[config.mk]
export PLATFORM = sky130hd
export DESIGN_NAME = icm_get_req_arbiter_flat
export DESIGN_NICKNAME = d
export VERILOG_FILES = /design/src/rtl/icm_get_req_arbiter_pkg.sv /design/src/rtl/icm_get_req_arbiter_if.sv /design/src/rtl/icm_get_req_arbiter_rr_grant.sv /design/src/rtl/icm_get_req_arbiter.sv /design/src/flat_wrapper.sv
export SDC_FILE = /design/constraint.sdc
export NUM_CORES = 1
export LEC_CHECK = 0
export CORE_AREA = 2 2 257 259
export CTS_CLUSTER_DIAMETER = 80
export CTS_CLUSTER_SIZE = 20
export DETAILED_ROUTE_END_ITERATION = 10
export DIE_AREA = 0 0 259 261
export PLACE_DENSITY = 0.51
export SYNTH_ARGS = -nofsm -noshare
export SYNTH_HDL_FRONTEND = slang
export SYNTH_SLANG_ARGS = --single-unit
[constraint.sdc]
create_clock -name clk -period 3.8 [get_ports clk]
set_input_delay 0.76 -clock clk [delete_from_list [all_inputs] [get_ports clk]]
set_output_delay 0.76 -clock clk [all_outputs]
set_load 0.05 [all_outputs]
[src/rtl/icm_get_req_arbiter_pkg.sv]
// Shared definitions for the ICM get-request arbiter: head-field widths and
// output-stage state encoding.
package icm_get_req_arbiter_pkg;

  localparam int COUNT_MAX_LOG       = 16;
  localparam int MAX_REQ_TAG_NUM_LOG = 8;
  localparam int PHYSICAL_ADDR_WIDTH = 64;
  localparam int ICM_ADDR_WIDTH      = 24;

  // Head = two counts, a tag, a physical address and an ICM address.
  localparam int ICM_GET_HEAD_WIDTH  = COUNT_MAX_LOG * 2 + MAX_REQ_TAG_NUM_LOG +
                                       PHYSICAL_ADDR_WIDTH + ICM_ADDR_WIDTH;

  localparam logic [0:0] ST_EMPTY = 1'b0;
  localparam logic [0:0] ST_FULL  = 1'b1;

endpackage

[src/rtl/icm_get_req_arbiter_if.sv]
// Bundles the requester-side and cache-side handshakes of the ICM get-request arbiter.
interface icm_get_req_arbiter_if
  import icm_get_req_arbiter_pkg::*;
#(
  parameter int REQ_NUM     = 4,
  parameter int REQ_NUM_LOG = 2,
  parameter int HEAD_WIDTH  = ICM_GET_HEAD_WIDTH
);

  logic [REQ_NUM-1:0]            in_req_valid;
  logic [REQ_NUM*HEAD_WIDTH-1:0] in_req_head;
  logic [REQ_NUM-1:0]            in_req_ready;
  logic                          cache_get_req_valid;
  logic [HEAD_WIDTH-1:0]         cache_get_req_head;
  logic [REQ_NUM_LOG-1:0]        cache_get_req_src;
  logic                          cache_get_req_ready;

  // Environment side: requesters plus the cache.
  modport master (
    output in_req_valid, in_req_head, cache_get_req_ready,
    input  in_req_ready, cache_get_req_valid, cache_get_req_head, cache_get_req_src
  );

  // Arbiter side.
  modport slave (
    input  in_req_valid, in_req_head, cache_get_req_ready,
    output in_req_ready, cache_get_req_valid, cache_get_req_head, cache_get_req_src
  );

endinterface

[src/rtl/icm_get_req_arbiter_rr_grant.sv]
// Combinational round-robin grant: first set request at or after rr_ptr,
// wrapping at REQ_NUM-1 (REQ_NUM need not be a power of two).
module icm_rr_grant #(
  parameter int REQ_NUM     = 4,
  parameter int REQ_NUM_LOG = 2
) (
  input  logic [REQ_NUM-1:0]     req,
  input  logic [REQ_NUM_LOG-1:0] rr_ptr,
  output logic [REQ_NUM-1:0]     grant,
  output logic [REQ_NUM_LOG-1:0] grant_idx
);

  logic                   found_s;
  int                     cand_s;
  logic [REQ_NUM_LOG-1:0] cand_idx_s;

  // Ascending search from rr_ptr; the first valid candidate wins.
  always_comb begin
    grant      = {REQ_NUM{1'b0}};
    grant_idx  = {REQ_NUM_LOG{1'b0}};
    found_s    = 1'b0;
    cand_s     = 0;
    cand_idx_s = {REQ_NUM_LOG{1'b0}};
    for (int k = 0; k < REQ_NUM; k++) begin
      cand_s     = int'(rr_ptr) + k;
      cand_s     = (cand_s >= REQ_NUM) ? cand_s - REQ_NUM : cand_s;
      cand_idx_s = REQ_NUM_LOG'(cand_s);
      if (!found_s && req[cand_idx_s]) begin
        found_s           = 1'b1;
        grant[cand_idx_s] = 1'b1;
        grant_idx         = cand_idx_s;
      end else begin
        found_s = found_s;
      end
    end
  end

endmodule

[src/rtl/icm_get_req_arbiter.sv]
// Round-robin arbiter sharing one ICM cache get-request port between REQ_NUM
// requesters, with a one-entry registered output stage and source tagging.
module icm_get_req_arbiter
  import icm_get_req_arbiter_pkg::*;
#(
  parameter int REQ_NUM     = 4,
  parameter int REQ_NUM_LOG = 2,
  parameter int HEAD_WIDTH  = ICM_GET_HEAD_WIDTH
) (
  input  logic                  clk,
  input  logic                  rst,
  icm_get_req_arbiter_if.slave  bus
);

  logic [0:0]             out_state_r;
  logic [HEAD_WIDTH-1:0]  head_r;
  logic [REQ_NUM_LOG-1:0] src_r;
  logic [REQ_NUM_LOG-1:0] rr_ptr_r;

  logic [REQ_NUM-1:0]     grant_s;
  logic [REQ_NUM_LOG-1:0] grant_idx_s;
  logic                   load_s;
  logic [HEAD_WIDTH-1:0]  head_sel_s;
  logic [REQ_NUM_LOG-1:0] rr_ptr_nxt_s;

  icm_rr_grant #(
    .REQ_NUM     (REQ_NUM),
    .REQ_NUM_LOG (REQ_NUM_LOG)
  ) u_rr_grant (
    .req       (bus.in_req_valid),
    .rr_ptr    (rr_ptr_r),
    .grant     (grant_s),
    .grant_idx (grant_idx_s)
  );

  // Load when the stage is free or draining; masked in the reset cycle so no
  // handshake completes while rst is high.
  always_comb begin
    load_s = !rst && ((out_state_r == ST_EMPTY) || bus.cache_get_req_ready) &&
             (bus.in_req_valid != {REQ_NUM{1'b0}});
  end

  // Winner's head and the explicitly wrapped next pointer.
  always_comb begin
    head_sel_s = bus.in_req_head[grant_idx_s * HEAD_WIDTH +: HEAD_WIDTH];
    if (grant_idx_s == REQ_NUM_LOG'(REQ_NUM - 1)) begin
      rr_ptr_nxt_s = {REQ_NUM_LOG{1'b0}};
    end else begin
      rr_ptr_nxt_s = grant_idx_s + {{(REQ_NUM_LOG-1){1'b0}}, 1'b1};
    end
  end

  // Accept strobe back to the winning requester only.
  always_comb begin
    if (load_s) begin
      bus.in_req_ready = grant_s;
    end else begin
      bus.in_req_ready = {REQ_NUM{1'b0}};
    end
  end

  // Output stage and round-robin pointer; head/src freeze under backpressure.
  always_ff @(posedge clk) begin
    if (rst) begin
      out_state_r <= ST_EMPTY;
      head_r      <= {HEAD_WIDTH{1'b0}};
      src_r       <= {REQ_NUM_LOG{1'b0}};
      rr_ptr_r    <= {REQ_NUM_LOG{1'b0}};
    end else if (load_s) begin
      out_state_r <= ST_FULL;
      head_r      <= head_sel_s;
      src_r       <= grant_idx_s;
      rr_ptr_r    <= rr_ptr_nxt_s;
    end else if (bus.cache_get_req_ready) begin
      out_state_r <= ST_EMPTY;
    end else begin
      out_state_r <= out_state_r;
    end
  end

  assign bus.cache_get_req_valid = (out_state_r == ST_FULL);
  assign bus.cache_get_req_head  = head_r;
  assign bus.cache_get_req_src   = src_r;

endmodule

[src/flat_wrapper.sv]
// flat-port wrapper written by rule: the top's interface ports become plain ports
module icm_get_req_arbiter_flat import icm_get_req_arbiter_pkg::*;
#(
  parameter int REQ_NUM     = 4,
  parameter int REQ_NUM_LOG = 2,
  parameter int HEAD_WIDTH  = ICM_GET_HEAD_WIDTH
)
  (clk, rst, bus_in_req_valid, bus_in_req_head, bus_cache_get_req_ready, bus_in_req_ready, bus_cache_get_req_valid, bus_cache_get_req_head, bus_cache_get_req_src);
  icm_get_req_arbiter_if #(.REQ_NUM(REQ_NUM), .REQ_NUM_LOG(REQ_NUM_LOG), .HEAD_WIDTH(HEAD_WIDTH)) bus_i ();
  input  logic clk;
  input  logic rst;
  input wire logic [$bits(bus_i.in_req_valid)-1:0] bus_in_req_valid;
  input wire logic [$bits(bus_i.in_req_head)-1:0] bus_in_req_head;
  input wire logic [$bits(bus_i.cache_get_req_ready)-1:0] bus_cache_get_req_ready;
  output wire logic [$bits(bus_i.in_req_ready)-1:0] bus_in_req_ready;
  output wire logic [$bits(bus_i.cache_get_req_valid)-1:0] bus_cache_get_req_valid;
  output wire logic [$bits(bus_i.cache_get_req_head)-1:0] bus_cache_get_req_head;
  output wire logic [$bits(bus_i.cache_get_req_src)-1:0] bus_cache_get_req_src;
  assign bus_i.in_req_valid = bus_in_req_valid;
  assign bus_i.in_req_head = bus_in_req_head;
  assign bus_i.cache_get_req_ready = bus_cache_get_req_ready;
  assign bus_in_req_ready = bus_i.in_req_ready;
  assign bus_cache_get_req_valid = bus_i.cache_get_req_valid;
  assign bus_cache_get_req_head = bus_i.cache_get_req_head;
  assign bus_cache_get_req_src = bus_i.cache_get_req_src;
  icm_get_req_arbiter #(.REQ_NUM(REQ_NUM), .REQ_NUM_LOG(REQ_NUM_LOG), .HEAD_WIDTH(HEAD_WIDTH)) u_core (.clk(clk), .rst(rst), .bus(bus_i));
endmodule
==> metrics, run 1 <==
ys flop type dfxtp_1; root buf cell clkbuf_16; slowest stage cell, crit path mux4_2; EDFF count, synth 0; H-Tree Depth 4; # IOs around 650; Final GP Congestion 0.810; RSZ-0062 raised after global routing no; 1st-pass router iterations 7; Max IR drop VDD about 0.34 mV; critical path buffer and inverter count 4; critical path class input port to output port; WL final slightly below 60 mm; FMAX 273 MHz; crit-path max cell delay between 0.5 and 0.6 ns; Post-Syn Instances roughly 1,300; critical path arrival about 2.9 ns; largest cells by area after synthesis dfxtp_1, mux2_2, a222oi_1, mux2_4, a22o_1; die height about 260 um; met1 usage between 15 and 20%; Initial DRC Count 1,537; die area between 60,000 and 70,000 um^2; Final nets approximately 2,400; relative slew slack 15.6%; PD cells between 700 and 800 nW/um^2; gr ovfl total 0; global route hottest layer met2; Finished Layout Cells ~2,700; CTS tree built; CP dominant cell by count buf_12; TritonCTS Buffers 17; first-pass GRT wire length approximately 87 mm; total track usage about 17%; Synth top area share 22.3%; met3 Use GR between 4 and 5%; min cycle time layout approximately 3.7 ns; P_leak 7.16 nW; Max Root-Sink Buffers 2; HPWL Detailed about 42 mm; vias in the first global route ~14,000; crit start category input port; via density per instance between 5 and 6; Clock Sinks 133; Syn-to-layout area delta 69.1%; fin util a little under a third; critical path peak fanout 9; area of the mapped netlist around 12,000 um^2; Ys Warns 0; Post-synth top cells mux2_2, a21oi_1, nand2_1, dfxtp_1, a22o_1; synthesized area per cell ~9.4 um^2; port bufs roughly 650; asr flop ratio synth 0%; initial antenna violation count 12; Cell Rows 94; CTS clk-pin slew, worst paths around 0.06 ns; Die X around 260 um; core area about 65,000 um^2; DR DRC count 0; largest net degree at the start of global routing about 180; DR vias around 14,000; final setup violation count 0; Final Skew between 0.009 and 0.01 ns; GR met2 Demand/Resource 27.9%; fraction of the cycle the final worst path needs 96.3%; cell type group with the largest total delay on the critical path buffers and inverters; CP Cell Sequence clkdlybuf4s50_1 > buf_4 > mux4_2 > nor2b_2 > buf_12 > a221o_1 > o21ai_0 > a21oi_1 > buf_12; CP endpoint kind output port; count leader, synth mux2_2; outcome finished clean; Placed Cells around 2,700; post-synthesis sequential area ratio ~22%; worst slew pin tran around 1.3 ns; share of post-route cells with drive strength above 1 between 10% and 20%; Final Hold Fails 0; area leader, netlist dfxtp_1; Synth cell types 44; drt wl/cell 21.8 um; Slew Limit Fails 0; worst skew pair latency about 0.48 ns; Initial Util 18.4%; Max-cap violations 0; post-synthesis register bit count roughly 130; Final ANT Viol Nets 0; Hold Crit Class register to register; Worst Path Required just over 3 ns; hold_ws approximately 0.46 ns; Mapped Nets roughly 1,800
layer usage:
layer	part of all wire, %	vias up
li1	-	6483
met1	40	6806
met2	48	631
met3	8.2	108
met4	3.5	16
met5	0.18	-
timing repair:
item / CTS / global route
resized for setup: 0 / 2
hold endpoints to repair: 0 / 0
setup buffers: 0 / 0
endpoints found under the setup margin: 0 / 2
hold buffers: 0 / 0
placed cells by master (no fill, tap or decap), types with 3 or more instances in the layout:
master and n:
o21ai_0 11, diode_2 5, mux2_2 169, a222oi_1 124
buf_4 46, a21oi_1 132, nand3_1 6, inv_1 4
dfxtp_1 132, mux2i_1 5, nand2_1 134, clkbuf_1 3
nor2_1 7, clkdlybuf4s50_1 649, a221o_1 8, buf_12 30
ha_1 8, clkbuf_16 17, o221ai_1 124, clkinv_2 4
a22o_1 125, mux2_4 80, mux2_1 5
final timing paths:
check                               startpoint                                end  slack, ns  cells past startpoint
max                        bus_in_req_valid[3]                bus_in_req_ready[0]       0.14                      9
min          u_core.bus.cache_get_req_head[29]  u_core.bus.cache_get_req_head[29]       0.46                      2
min reg2reg  u_core.bus.cache_get_req_head[29]  u_core.bus.cache_get_req_head[29]       0.46                      2
max reg2reg                 u_core.rr_ptr_r[0]  u_core.bus.cache_get_req_head[66]       0.52                     10
where the power goes:
part / leakage (nW) / internal (mW) / switching, mW
clock: 0.259 / 0.906 / 0.780
combinational: 5.80 / 5.13 / 6.56
sequential: 1.10 / 2.05 / 0.378
metrics by stage:
stage	worst slack [ns]	instance area [um^2]	total power, mW	setup TNS, ns
global placement	-0.165	19700	14.1	-0.266
global route	0.0139	20200	16.7	0
floorplan	0.120	11900	10.2	0
detailed placement	-0.135	19700	14.2	-0.237
CTS	0.119	20200	16.0	0
finish	0.139	20200	15.8	0
area by class of cell:
class / instances / area [um^2]
Clock buffer: 21 / 450
Tap cell: 864 / 1080
Clock inverter: 9 / 82.6
Antenna cell: 5 / 12.5
Timing Repair Buffer: 725 / 7440
Sequential cell: 133 / 2670
Inverter: 4 / 15.0
Multi-Input combinational cell: 973 / 8450
Fill cell: 6678 / 44800
tightest hold or removal path, delay by kind of cell, from the launching register on:
kind,cells,cell delay [ns]
AO/OA/AOI/OAI,1,0.05
AND/OR/NAND/NOR,1,0.05
flip-flops,1,0.32
cells by family after synthesis:
| logic type | share of synthesized area, % |
|---|---|
| AO/OA/AOI/OAI | 36.4 |
| multiplexers | 27.4 |
| adder cells (fa/ha/maj) | 0.838 |
| AND/OR/NAND/NOR | 5.67 |
| buffers and inverters | 7.27 |
| flip-flops | 22.3 |
| XOR/XNOR | 0.0733 |
sequential cells by signal, summed over array words and instances (netlist names):
signal and count:
u_core.bus.cache_get_req_head 128, u_core.bus.cache_get_req_src 2, u_core.rr_ptr_r 2, u_core.bus.cache_get_req_valid 1
No activity file was read; power rests on OpenSTA's default activity.
==> run 2, diff against run 1 <==
--- a/config.mk
+++ b/config.mk
@@ -10,7 +10,7 @@
 export CTS_CLUSTER_SIZE = 20
 export DETAILED_ROUTE_END_ITERATION = 10
 export DIE_AREA = 0 0 259 261
-export PLACE_DENSITY = 0.51
+export PLACE_DENSITY = 0.42
 export SYNTH_ARGS = -nofsm -noshare
 export SYNTH_HDL_FRONTEND = slang
 export SYNTH_SLANG_ARGS = --single-unit
==> run 2 against run 1 <==
Sequential cell count is the same. Setup slack gained 0.0092 ns. Global-route usage rose by 1.1 points. Count of clock-buffer cells in the layout fell by 2. Clock power rose by 18%. Non-clock buffer count rose by 5. Largest power group unchanged. Maximum frequency up 0.25%. Cell area up 0.83%. Combinational power about the same. Clock skew up 0.0036 ns. Sequential share of layout area is 0.11 points lower.
==> metrics, run 2 (same netlist as run 1, synthesis figures left out) <==
share of post-route cells with drive strength above 1 ~20%; Critical Path Start bus_in_req_valid[3]; critical path arrival approximately 2.9 ns; RSZ-0062 raised after global routing no; P_leak 7.24 nW; area of the multi-input gates between 8000 and 9000 um^2; dpl cell area 19,700 um^2; final setup violation count 0; DR vias approximately 14,000; Die X between 200 and 300 um; gr ovfl total 0; HPWL Detailed between 40 and 50 mm; largest net degree at the start of global routing between 90 and 100; Initial DRC Count ~1,200; Cell Rows 94; cts hold-fix bufs 0; Largest register FFs 128; # IOs 654; fillers 6,706; Max-cap violations 0; FMAX 274 MHz; fin util around 31%; Final GP Congestion between 0.8 and 0.9; initial antenna violation count 17; PD cells 794 nW/um^2; most frequent cells in the layout clkdlybuf4s50_1, mux2_2, nand2_1; worst slew pin tran roughly 1.1 ns; switch share slightly below 50%; Max Root-Sink Buffers 2; root buf cell clkbuf_16; Final Instance Area about 20,000 um^2; via density per instance roughly 5.1; Internal roughly 8.3 mW; port bufs about 650; 1st-pass router iterations 9; Psw a little under 8 mW; WL final 63.2 mm; TritonCTS Buffers 17; relative slew slack 24.5%; CTS tree built; Final Skew around 0.013 ns; Final Hold Fails 0; Clock power frac 12.3%; crit start category input port; min cycle time layout between 3 and 4 ns; fraction of the cycle the final worst path needs between 90% and 100%; core area between 60,000 and 70,000 um^2; drt wl/cell roughly 23 um; Final ANT Viol Nets 0; die height roughly 260 um; Final nets about 2,400; die area a little under 70,000 um^2; Sequential Area 2670 um^2; Slew Limit Fails 0; worst skew pair latency approximately 0.49 ns; total track usage between 10% and 20%; Placed Cells 2,704; Syn-to-layout area delta 70.6%; H-Tree Depth 4; DR DRC count 0; Max IR drop VDD roughly 0.45 mV; vias in the first global route ~14,000; outcome finished clean; CTS clk-pin slew, worst paths ~0.060 ns; critical path peak fanout 10; Hold Crit Class register to register; worst min-delay path startpoint u_core.bus.cache_get_req_head[1]; CP endpoint kind output port; R2R Path Start u_core.rr_ptr_r[0]; sequential share of power 14.8%; Clock Sinks about 130; first-pass GRT wire length approximately 91 mm; Worst Path Required between 3 and 4 ns; Comb pwr share around 73%; Finished Layout Cells 2,746; critical path class input port to output port; most common cell after layout, fill and taps aside clkdlybuf4s50_1; Initial Util a little under a fifth; postcts setup bufs 0
run 2: cell types whose count changed in the layout (fill, tap and decap cells not counted), sizes merged:
cell      previous run  this run
clkbuf              21        19
diode                5        11
bufinv               1         5
buf                 76        81
clkinv               6         4
clkinvlp             2         3
run 2: area by class of cell:
cell class | instances | area share (%)
repair buffers | 730 | 36.7
clock buffers | 19 | 2.17
well taps | 864 | 5.31
multi-input cells | 973 | 41.5
inverters | 4 | 0.0737
diodes | 11 | 0.135
flip-flops and latches | 133 | 13.1
clock inverters | 12 | 1.00
run 2: worst max-delay path, cell delays in order:
cell             delay, ns
clkdlybuf4s50_1       0.45
buf_4                 0.19
mux2i_1               0.27
mux2i_4               0.23
nor4_1                0.31
buf_4                 0.19
nand2_1               0.05
a21oi_1               0.26
buf_12                0.18
run 2: final timing paths:
kind                                                           end  slack [ns]  depth (start not counted)
worst min register to register    u_core.bus.cache_get_req_head[1]        0.46                          2
worst max register to register  u_core.bus.cache_get_req_head[101]        0.69                         10
worst max-delay path                           bus_in_req_ready[2]        0.15                          9
worst min-delay path              u_core.bus.cache_get_req_head[1]        0.46                          2
run 2: timing repair:
item	in CTS	in global routing
setup endpoints to repair	0	2
hold endpoints to repair	0	0
resized for setup	0	2
run 2: routing by layer:
layer  track usage (%)  wire length [um]  up-vias  part of all wire, %
met5                 0                59        -                0.093
met3              5.70              5070       75                  8.0
met1              20.4             25300     6852                   40
li1                  -                 -     6494                    -
met4              6.97              1590       10                  2.5
met2              30.3             31100      553                   49
run 2: power groups by stage:
stage / clock network [mW] / registers, mW / logic [mW]
2_1_floorplan: 0 / 4.56 / 5.67
3_3_place_gp: 0 / 2.41 / 11.8
3_5_place_dp: 0 / 2.42 / 11.8
4_1_cts: 2.07 / 2.41 / 11.9
5_1_grt: 2.11 / 2.48 / 12.5
6_report: 1.99 / 2.40 / 11.8
run 2: stage by stage:
stage | power [mW] | TNS, ns | worst slack [ns] | hold WS (ns)
2_1_floorplan | 10.2 | 0 | 0.120 | 0.666
3_3_place_gp | 14.2 | -0.0295 | -0.0295 | 0.440
3_5_place_dp | 14.3 | -0.0233 | -0.0233 | 0.446
4_1_cts | 16.4 | 0 | 0.0879 | 0.463
5_1_grt | 17.1 | 0 | 0.00729 | 0.482
6_report | 16.2 | 0 | 0.148 | 0.461
